$ cat src/rtl/table_rd_pkg.sv
// table_rd_pkg: shared FSM type and sizing helpers for the table read-stream controller
package table_rd_pkg;
  typedef enum logic [1:0] {IDLE, READ, DRAIN} state_t;
  function automatic int clog2(input int v);
    int r;
    r = 1;
    while ((1 << r) < v) r++;
    return r;
  endfunction
  function automatic int fifo_depth(input int rd_latency);
    return rd_latency + 1;
  endfunction
endpackage

$ cat src/rtl/table_rd_fifo.sv
// table_rd_fifo: show-ahead FIFO with registered storage and synchronous flush
module table_rd_fifo
  import table_rd_pkg::*;
#(
  parameter int DW = 9,
  parameter int DEPTH = 2,
  localparam int AW = clog2(DEPTH),
  localparam int CW = clog2(DEPTH + 1)
) (
  input  logic          clk,
  input  logic          rst_n,
  input  logic          push,
  input  logic          pop,
  input  logic          flush,
  input  logic [DW-1:0] din,
  output logic [DW-1:0] dout,
  output logic [CW-1:0] count
);
  logic [DW-1:0] mem [DEPTH];
  logic [AW-1:0] rd_ptr, wr_ptr;
  logic do_push, do_pop;
  assign do_pop = pop && count != '0;
  assign do_push = push && (count != CW'(DEPTH) || do_pop);
  assign dout = mem[rd_ptr];
  function automatic logic [AW-1:0] inc(input logic [AW-1:0] p);
    return (p == AW'(DEPTH - 1)) ? '0 : p + 1'b1;
  endfunction
  always_ff @(posedge clk or negedge rst_n)
    if (!rst_n) begin
      mem <= '{default: '0};
      rd_ptr <= '0;
      wr_ptr <= '0;
      count <= '0;
    end else if (flush) begin
      rd_ptr <= '0;
      wr_ptr <= '0;
      count <= '0;
    end else begin
      if (do_push) begin
        mem[wr_ptr] <= din;
        wr_ptr <= inc(wr_ptr);
      end
      if (do_pop) rd_ptr <= inc(rd_ptr);
      count <= count + CW'(do_push) - CW'(do_pop);
    end
endmodule

$ cat src/rtl/table_rd_stream.sv
// table_rd_stream: streams a range of table_ram entries as valid/ready beats,
// hiding the fixed RAM read latency behind a small credit-limited FIFO.
module table_rd_stream
  import table_rd_pkg::*;
#(
  parameter int ADDR_WIDTH = 9,
  parameter int DATA_WIDTH = 9,
  parameter int RD_LATENCY = 1
) (
  input  logic                  clk,
  input  logic                  rst_n,
  input  logic                  start,
  input  logic [ADDR_WIDTH-1:0] base_addr,
  input  logic [ADDR_WIDTH:0]   length,
  input  logic                  abort,
  output logic                  busy,
  output logic                  done,
  output logic [ADDR_WIDTH-1:0] ram_rd_addr,
  input  logic [DATA_WIDTH-1:0] ram_rd_data,
  output logic [DATA_WIDTH-1:0] m_data,
  output logic                  m_valid,
  input  logic                  m_ready,
  output logic                  m_last
);
  localparam int FIFO_DEPTH = fifo_depth(RD_LATENCY);
  localparam int CW = clog2(FIFO_DEPTH + 1);
  state_t state;
  logic [ADDR_WIDTH:0] remaining, len_q, beat_cnt;
  logic [RD_LATENCY-1:0] flags;
  logic [CW-1:0] count, in_flight;
  logic accept, zero_cmd, issue, pop, fin;
  assign busy = state != IDLE;
  assign accept = state == IDLE && start && !abort && length != '0;
  assign zero_cmd = state == IDLE && start && !abort && length == '0;
  assign m_valid = count != '0;
  assign pop = m_valid && m_ready;
  assign m_last = m_valid && beat_cnt == len_q - 1'b1;
  assign fin = pop && m_last;
  always_comb begin
    in_flight = '0;
    for (int i = 0; i < RD_LATENCY; i++) in_flight = in_flight + CW'(flags[i]);
  end
  // a beat leaving this cycle frees its slot long before the read issued now lands
  assign issue = state == READ && !abort &&
                 ({1'b0, in_flight} + {1'b0, count} < {1'b0, CW'(FIFO_DEPTH)} + {{CW{1'b0}}, pop});
  table_rd_fifo #(.DW(DATA_WIDTH), .DEPTH(FIFO_DEPTH)) u_fifo (
    .clk(clk),
    .rst_n(rst_n),
    .push(flags[RD_LATENCY-1]),
    .pop(pop),
    .flush(abort),
    .din(ram_rd_data),
    .dout(m_data),
    .count(count)
  );
  always_ff @(posedge clk or negedge rst_n)
    if (!rst_n) begin
      state <= IDLE;
      ram_rd_addr <= '0;
      remaining <= '0;
      len_q <= '0;
      beat_cnt <= '0;
      flags <= '0;
      done <= 1'b0;
    end else begin
      done <= zero_cmd || (fin && !abort);
      flags <= abort ? '0 : RD_LATENCY'({flags, issue});
      if (pop) beat_cnt <= beat_cnt + 1'b1;
      if (abort) state <= IDLE;
      else if (accept) begin
        state <= READ;
        ram_rd_addr <= base_addr;
        remaining <= length;
        len_q <= length;
        beat_cnt <= '0;
      end else begin
        if (issue) begin
          ram_rd_addr <= ram_rd_addr + 1'b1;
          remaining <= remaining - 1'b1;
        end
        if (issue && remaining == (ADDR_WIDTH + 1)'(1)) state <= DRAIN;
        if (state == DRAIN && fin) state <= IDLE;
      end
    end
endmodule

$ cat config.mk
export PLATFORM = sky130hd
export DESIGN_NAME = table_rd_stream
export DESIGN_NICKNAME = d
export VERILOG_FILES = /design/src/rtl/table_rd_pkg.sv /design/src/rtl/table_rd_fifo.sv /design/src/rtl/table_rd_stream.sv
export SDC_FILE = /design/constraint.sdc
export NUM_CORES = 1
export LEC_CHECK = 0
export ABC_CLOCK_PERIOD_IN_PS = 4800
export BUFFER_PORTS_ARGS = -buffer_cell sky130_fd_sc_hd__buf_2
export CORE_MARGIN = 1
export CORE_UTILIZATION = 35
export DETAILED_ROUTE_END_ITERATION = 7
export GPL_TIMING_DRIVEN = 0
export PLACE_DENSITY = 0.61
export SLEW_MARGIN = 25
export SYNTH_ARGS = -nofsm -noshare
export SYNTH_HDL_FRONTEND = slang
export SYNTH_SLANG_ARGS = --single-unit
$ cat constraint.sdc
create_clock -name clk -period 4.8 [get_ports clk]
set_input_delay 0.96 -clock clk [delete_from_list [all_inputs] [get_ports clk]]
set_output_delay 0.96 -clock clk [all_outputs]
set_load 0.05 [all_outputs]
# Word level (Yosys, flattened, before mapping)
# Cells that the tools add are included.
# op_classes
mux	25
bitwise	3
reduce_logical	30
n_addsub	10
eq_ne	5
magnitude_cmp	4
# op_table
operator	n
$mux W9	6
$mux W10	5
$sub A10 B1 Y10 const B	2
$bwmux W18	1
$logic_and A1 B1 Y1	15
$add A10 B1 Y10 const B	1
$eq A10 B1 Y1 const B	1
$eq A10 B10 Y1	1
$logic_not A10 Y1	1
$mux W2	5
$reduce_bool A10 Y1	1
$reduce_bool A2 Y1	5
$add A9 B1 Y9 const B	1
$demux W9 S1	1
$mux W1	7
$reduce_and A2 Y1	3
$ge A2 B2 Y1 const B	2
$not A1 Y2	2
$reduce_bool A4 Y1	1
$add A1 B2 Y3	1
$add A2 B1 Y3 const A	1
$lt A3 B3 Y1	1
$add A1 B1 Y1 const B	2
$add A2 B1 Y2	1
9 further kinds	10
# totals
inputBits	33
output_inout_bits	22
register_bits	65

# Logic depth before layout (Yosys ltp)
# Gate-level depths: netlist of the first run.
# depth
word_depth	10
mapped_depth	8
depth_no_buf	8

# Cells and area by module
# Synthesis of the first run repeated with hierarchy kept, for this count alone.
# hier_totals
cells_unflattened	337
hier_area_um2	3527.1
# by_module_without_submodules
module	cells_each	instances	area_per_inst_um2
table_rd_stream	267	1	2487.4
table_rd_fifo	70	1	1039.7

# Least setup slack after synthesis of the first run
# OpenSTA, ideal clock, no wires.
# synth_path
kind	register -> output
startpoint	reg beat_cnt[5]
endpoint	out m_last
stages_incl_launch_ff	6
n_path_buf	0
t_arrival_ns	2.986
path_slack_ns	0.854
path_cell_list	dfrtp_1 xnor2_1 or4b_1 o22ai_1 o2111ai_1 nor4b_1
# synth_via
elab_chain_len	2
# synth_lines
item	line	text
start, declared	table_rd_stream.sv:28	logic [ADDR_WIDTH:0] remaining, len_q, beat_cnt;
start signal, assigned	table_rd_stream.sv:68	if (pop) beat_cnt <= beat_cnt + 1'b1;
$eq A10 B10 Y1	table_rd_stream.sv:37	assign m_last = m_valid && beat_cnt == len_q - 1'b1;
$logic_and A1 B1 Y1	table_rd_stream.sv:37	
end, declared	table_rd_stream.sv:23	output logic m_last
# Every way passes these cells.

# Worst setup path after layout of the first run
# layout_path
startpoint	reg len_q[0]
endpoint	out m_last
# layout_via
elab_chain_len	3
# layout_lines
item	line	text
start, declared	table_rd_stream.sv:28	
start signal, assigned	table_rd_stream.sv:74	len_q <= length;
$sub A10 B1 Y10	table_rd_stream.sv:37	
$eq A10 B10 Y1	table_rd_stream.sv:37	
$logic_and A1 B1 Y1	table_rd_stream.sv:37	
# Every way passes these cells.

==> results_dict.tcl, run 1 <==
set metrics [dict create \
    dp_cells 514 \
    synth_edf_count 0 \
    worst_hold_path.endpoint "u_fifo.mem[3]$_DFFE_PN0P_" \
    grt_setup_unrepaired "no" \
    power.leakage_nw 1.857 \
    fin_setup_tns_ns 0 \
    swShare_pct 41.13 \
    startpoint_type "flip-flop" \
    antenna_found_initial 0 \
    synth_nets 373 \
    post_cts_resized 0 \
    seq_area_frac_synth_pct 48.31 \
    clk_pin_slew_ns 0.07 \
    cts_tree "yes" \
    nFillCells 957 \
    clk_latency_ns 0.34 \
    worstPathArrival_ns 2.62 \
    power.internal_mw 1.253 \
    multi_input_area_um2 1645 \
    path_class "flip-flop to output pin" \
    fin_area_um2 4018 \
    syn_inst 331 \
    rows 35 \
    drive_above_1_share_pct 26.18 \
    synth-seq-cells 65 \
    ys_types 41 \
    final-setup-viol-count 0 \
    grt_pass1_vias 2610 \
    final.period_utilization_pct 74.66 \
    core-area_um2 9284 \
    routed_wl_um 7572 \
    status "completed" \
    cts_root_buf "clkbuf_8" \
    slew_headroom_pct 46.01 \
    synth_top_area_share_pct 48.31 \
    r2r_start "state[1]$_DFFE_PN0P_" \
    dr_total_vias 2682 \
    seq_power_share_pct 39.2 \
    synth_warnings 0 \
    drtIter0Drc 91 \
    grt_max_degree 36 \
    dieArea_um2 10020 \
    setup.worst_path.end_class "output pin" \
    finClkSkew_ns 0.006473 \
    numCtsBuffers 9 \
    max_freq_ghz 0.2790 \
    fp.dieW_um 100.1 \
    final_max_slew_viol_count 0 \
    start_util_pct 36.27 \
    grt.overflow.total 0 \
    synth_area_leader_cell "dfrtp_1" \
    final_core_util_pct 43.27 \
    p_per_area_nw_per_um2 529.7 \
    hp-start "u_fifo.mem[3]$_DFFE_PN0P_" \
    diodes 0 \
    die_h_um 100.1 \
    ios 55 \
    antenna_left 0 \
    hold_viol 0 \
    r2r_setup_slack_ns 2.20 \
    vdd_drop_max_uv 305.4 \
    power_switching_mw 0.8752 \
    layoutNonFillerInstCount 530 \
    ys_async_sr_fraction_pct 100.0 \
    cts_setup_buffers 0 \
    pwr-share-comb_pct 38.9 \
    dr.pass1.iters 4 \
    drcViolationCount 0 \
    clkPwrFrac_pct 21.9 \
    grt_pass1_wl_um 12590 \
    worstRegToRegCells 8 \
    whs_path_depth 1 \
    tightest_slew_ns 0.8055 \
    htreeDepth 3 \
    gp_congestion 0.8235 \
    grt_usage_pct 16.41 \
    syn_area_per_cell_um2 10.17 \
    cts_hold_buf 0 \
    via_per_inst 5.060 \
    synthFlopType "dfrtp_1" \
    nets 438 \
    synthTopCellsByArea "dfrtp_1, mux2_2, nand2_1, xor2_1, ha_1" \
    dpl_cell_area_um2 3821 \
    holdCritPathClass "flip-flop to flip-flop" \
    regArea_um2 1627 \
    path_max_fanout 4 \
    io_buffers 53 \
    syn2layout_area_growth_pct 19.32 \
    synth_area_um2 3367 \
    min_period_ns 3.584 \
    clock-sinks 65 \
    hpwl_um 5715 \
    max_cap_viol_count 0 \
    critical_path_required_ns 3.84 \
    wl_per_cell_um 14.29 \
    reg2reg_to "remaining[7]$_DFFE_PN0P_" \
    cts_buffer_depth 2 \
]
==> layout make-up <==
class                      count  area share [%]
clock inverter                 5           1.370
timing repair buffer          54           7.163
clock buffer                  11           3.519
multi-input combinational    243           40.95
sequential                    65           40.49
inverter                      12           1.121
tap                          129           4.017
buffer                        11           1.370
==> cells in the mapped netlist, types with 4 or more instances <==
master    number
a221o_1        6
ha_1           9
and3_1         4
nand4_1        4
nor4_1         4
or4_1          5
nand2_1       47
o211ai_1       6
dfrtp_1       65
nor3b_1        8
o311ai_0       5
nor2b_1        4
o21ai_0       19
nor2_1        20
clkbuf_1       9
inv_1         12
a21oi_1        8
mux2_2        27
nand3_1        7
xnor2_1       12
xor2_1        13
nor3_1         8
==> routing by layer <==
metal	vias to the layer above	wire length (um)	global-route usage, %
met5	-	0	0
met3	7	351	5.501
met4	0	79	4.125
met2	64	3518	26.58
li1	1311	-	-
met1	1300	3622	21.18
==> power groups by stage <==
stage	Sequential, mW	Combinational [mW]	Clock, mW
CTS	0.835	0.835	0.481
detailed placement	0.843	0.830	0
global route	0.858	0.903	0.506
global placement	0.834	0.812	0
floorplan	0.892	0.575	0
finish	0.835	0.827	0.466
==> critical path: stages (launching register included) <==
cell and delay (ns):
dfrtp_1 0.42, inv_1 0.10, ha_1 0.19, nor2b_1 0.30, a31oi_1 0.13, nor3_1 0.20
o2111ai_1 0.16, nor4b_1 0.44, buf_2 0.34
==> placed cells by master, fill, tap and decap left out, drive strengths merged, types with 2 or more instances in the layout <==
cell type / count
dfrtp: 65
buf: 55
nand2: 47
mux2: 27
clkbuf: 21
nor2: 20
o21ai: 20
xor2: 13
inv: 12
xnor2: 12
ha: 9
nor3b: 8
a21oi: 8
nor3: 8
nand3: 7
a221o: 6
o211ai: 6
or4: 5
o311ai: 5
nor2b: 4
nand4: 4
nor4: 4
and3: 4
or3: 4
and2: 3
o31ai: 3
nand2b: 3
or2: 2
a31oi: 2
clkinv: 2
clkinvlp: 2
or4b: 2
==> logic make-up after synthesis <==
| family | after synthesis | share of synthesized area [%] |
|---|---|---|
| AND/OR/NAND/NOR | 128 | 19.21 |
| flip-flops | 65 | 48.31 |
| AO/OA/AOI/OAI | 54 | 10.63 |
| multiplexers | 27 | 9.030 |
| XOR/XNOR | 25 | 6.503 |
| buffers and inverters | 23 | 2.973 |
| adder cells (fa/ha/maj) | 9 | 3.345 |
==> metrics by stage <==
step	power [mW]	worst slack, ns	hold WS (ns)
floorplan	1.466	0.8539	0.4653
global route	2.267	1.019	0.5165
detailed placement	1.674	1.459	0.4875
finish	2.128	1.216	0.5020
global placement	1.647	1.458	0.4815
CTS	2.151	1.253	0.5038
==> flip-flops by register name, summed over array words and instances, names as in the netlist <==
name / cells
beat_cnt: 10
len_q: 10
u_fifo.rd_ptr: 1
u_fifo.count: 2
flags: 1
done: 1
u_fifo.wr_ptr: 1
ram_rd_addr: 9
state: 2
u_fifo.mem: 18
remaining: 10
==> how the worst max path moves through the flow <==
stage	to	startpoint	cells past startpoint	slack (ns)
final	m_last	len_q[0]$_DFFE_PN0P_	8	1.22
after global routing	m_last	len_q[0]$_DFFE_PN0P_	8	1.02
after CTS	m_last	len_q[0]$_DFFE_PN0P_	8	1.25
after detailed placement	state[0]$_DFFE_PN0P_	length[4]	7	1.46
after global placement	state[0]$_DFFE_PN0P_	length[4]	7	1.46
after floorplan	m_last	beat_cnt[5]$_DFF_PN0_	5	0.85
Note: power is estimated with default switching activity, not from simulation.
==> run 2: changes to the inputs <==
ABC_AREA = 1   (was default)
ABC_CLOCK_PERIOD_IN_PS = 2900   (was 4800)
PLACE_DENSITY = 0.62   (was 0.61)
clock period = 2.9 ns   (was 4.8 ns; I/O delays follow)
==> run 2 against run 1 <==
  * Die area is 6.9% higher
  * Non-clock buffer count grew 1
  * Critical path depth up 2
  * Synthesized cell count is 43% higher
  * Worst setup slack worse by 0.95 ns
  * Clock-buffer cell count unchanged
  * Sequential power up 69%
  * Register-to-register slack lost 1.1 ns
  * Clock skew up 0.0020 ns
  * Highest routed layer unchanged
==> results_dict.tcl, run 2 <==
set metrics [dict create \
    status "completed" \
    routed_wl_um 8884 \
    via_per_inst 4.857 \
    cts_buffer_depth 2 \
    syn_inst 474 \
    worstPathArrival_ns 2.06 \
    start_util_pct 36.53 \
    p_per_area_nw_per_um2 895.6 \
    rows 36 \
    grt_max_degree 40 \
    critical_path_required_ns 2.32 \
    power.leakage_nw 2.191 \
    startpoint "len_q[0]$_DFFE_PN0P_" \
    synthTopCellsByArea "dfrtp_1, nand2_1, inv_1, o21ai_0, nor2_1" \
    clock-sinks 65 \
    power_switching_mw 1.736 \
    top_register "u_fifo.mem" \
    path_max_fanout 5 \
    slew_headroom_pct 65.19 \
    setup.worst_path.end_class "output pin" \
    dieArea_um2 10710 \
    synth_area_um2 3603 \
    grt_setup_unrepaired "no" \
    synth_top_area_share_pct 45.14 \
    final.period_utilization_pct 90.87 \
    cp_top_family "simple AND/OR/NAND/NOR gates" \
    reg2reg_to "remaining[4]$_DFFE_PN0P_" \
    die_h_um 103.5 \
    wl_per_cell_um 13.12 \
    dr_total_vias 3288 \
    numCtsBuffers 9 \
    tightest_slew_ns 0.5221 \
    final-setup-viol-count 0 \
    cts_root_buf "clkbuf_8" \
    holdCritPathClass "input port to asynchronous set/reset pin" \
    cts_tree "yes" \
    max_cap_viol_count 0 \
    antenna_found_initial 0 \
    gp_congestion 0.8279 \
    synth_area_leader_cell "dfrtp_1" \
    post_cts_resized 0 \
    nets 582 \
    crit_path_cell_trace "inv_1, ha_1, nand2_1, nand3_1, nand2_1, nor2_1, nand2_1, nor2_1, and3_1, buf_2" \
    synthTopCellsByCount "nand2_1, dfrtp_1, inv_1, nor2_1, o21ai_0" \
    final_common_cell "nand2_1" \
    io_buffers 54 \
    synth_nets 516 \
    clk_latency_ns 0.35 \
    syn2layout_area_growth_pct 17.64 \
    crit_path_frequent_cell "nand2_1" \
    worstRegToRegCells 7 \
    clk_pin_slew_ns 0.07 \
    synthFlopType "dfrtp_1" \
    r2r_start "u_fifo.count[0]$_DFF_PN0_" \
    synth_edf_count 0 \
    ios 55 \
    cp.depth 10 \
    vdd_drop_max_uv 453.7 \
    drive_above_1_share_pct 15.81 \
    synth-seq-cells 65 \
    final_core_util_pct 42.97 \
    drtIter0Drc 137 \
    ys_types 35 \
    largest_reg_flops 18 \
    cts_setup_buffers 0 \
    fin_setup_tns_ns 0 \
    cts_hold_buf 0 \
    core-area_um2 9864 \
    min_period_ns 2.635 \
    worst-path-buf-inv 2 \
    max_freq_ghz 0.3795 \
    fp.dieW_um 103.5 \
    syn_area_per_cell_um2 7.602 \
    grt_pass1_wl_um 14600 \
    cp-endpoint "m_last" \
    startpoint_type "flip-flop" \
    htreeDepth 3 \
    drcViolationCount 0 \
    antenna_left 0 \
    hpwl_um 6552 \
    grt_pass1_vias 3062 \
    seq_area_frac_synth_pct 45.14 \
    grt_usage_pct 18.04 \
    clkPwrFrac_pct 19.5 \
    power.internal_mw 2.060 \
    path_class "flip-flop to output pin" \
    synth.most_common_cell "nand2_1" \
    mostFrequentLayoutCells "nand2_1, dfrtp_1, inv_1, buf_2, nor2_1" \
    grt.overflow.total 0 \
    synth_warnings 0 \
    seq_power_share_pct 37.0 \
    hold_viol 0 \
    pwr-share-comb_pct 43.5 \
    final_max_slew_viol_count 0 \
    dr.pass1.iters 4 \
    swShare_pct 45.74 \
    ys_async_sr_fraction_pct 100.0 \
    r2r_setup_slack_ns 1.10 \
    diodes 0 \
    finClkSkew_ns 0.008432 \
    cp_slowest_stage_delay_ns 0.39 \
    critPathSlowestCell "dfrtp_1" \
]
[run 2: cell count changes after synthesis, moves of 7 or more]
| cell | change |
|---|---|
| nor3b_1 | -7 |
| inv_1 | +45 |
| o21ai_0 | +18 |
| nand2_1 | +95 |
| nor2_1 | +27 |
| o211ai_1 | +10 |
| nand3_1 | +23 |
| mux2_2 | -27 |
[run 2: worst min path at each step]
stage	start	end	slack (ns)	cells after the start
detailed placement	u_fifo.mem[10]$_DFFE_PN0P_	u_fifo.mem[10]$_DFFE_PN0P_	0.47	2
global placement	u_fifo.mem[12]$_DFFE_PN0P_	u_fifo.mem[12]$_DFFE_PN0P_	0.47	2
finish	rst_n	remaining[2]$_DFFE_PN0P_	0.15	1
floorplan	rst_n	beat_cnt[0]$_DFF_PN0_	0.28	0
CTS	rst_n	len_q[7]$_DFFE_PN0P_	0.15	1
global route	rst_n	remaining[9]$_DFFE_PN0P_	0.17	1
[run 2: final cells by class]
| class | instances | area [um^2] |
|---|---|---|
| plain buffers | 11 | 52.55 |
| clock buffers | 11 | 131.4 |
| clock inverters | 4 | 45.04 |
| fillers | 1020 | 5625 |
| inverters | 61 | 231.5 |
| multi-input cells | 337 | 1693 |
| flip-flops and latches | 65 | 1627 |
| well taps | 133 | 166.4 |
| repair buffers | 55 | 292.8 |
[run 2: worst reg2reg max path, stage by stage (launching register included)]
cell and delay, ns:
dfrtp_1 0.41, ha_1 0.19, ha_1 0.18, nor4_1 0.23, nand2_2 0.16, buf_2 0.22
o211ai_1 0.18, nand3_1 0.11
[run 2: routing by layer]
| metal | global-route usage, % | vias up | routed length, um |
|---|---|---|---|
| li1 | - | 1659 | - |
| met1 | 24.55 | 1551 | 4306 |
| met3 | 4.032 | 12 | 412 |
| met4 | 6.501 | 0 | 133 |
| met2 | 28.22 | 66 | 4032 |
| met5 | 0 | - | 0 |
[run 2: logic make-up after synthesis]
family	share of synthesized area (%)
buffers and inverters	7.882
DFF	45.14
xor gates and xnor gates	3.889
AOI/OAI and AO/OA	10.42
adders and majority gates	3.125
and+or+nand+nor	29.55
[run 2: power by group through the flow]
stage	logic, mW	registers, mW	clock network, mW
finish	1.65	1.41	0.739
global route	1.84	1.44	0.800
CTS	1.67	1.40	0.757
detailed placement	1.67	1.41	0
global placement	1.63	1.40	0
floorplan	1.13	1.53	0
[run 2: per-stage QoR]
step / setup WS, ns / instance area, um^2 / std cells / power [mW] / hold WS [ns]
final: 0.2648 / 4239 / 677 / 3.796 / 0.1477
after global placement: 0.6409 / 4040 / 661 / 3.033 / 0.4663
after global routing: 0.05689 / 4239 / 677 / 4.081 / 0.1702
after floorplan: 0.7417 / 3603 / 474 / 2.664 / 0.2844
after CTS: 0.2497 / 4239 / 677 / 3.830 / 0.1517
after detailed placement: 0.6381 / 4063 / 662 / 3.081 / 0.4732
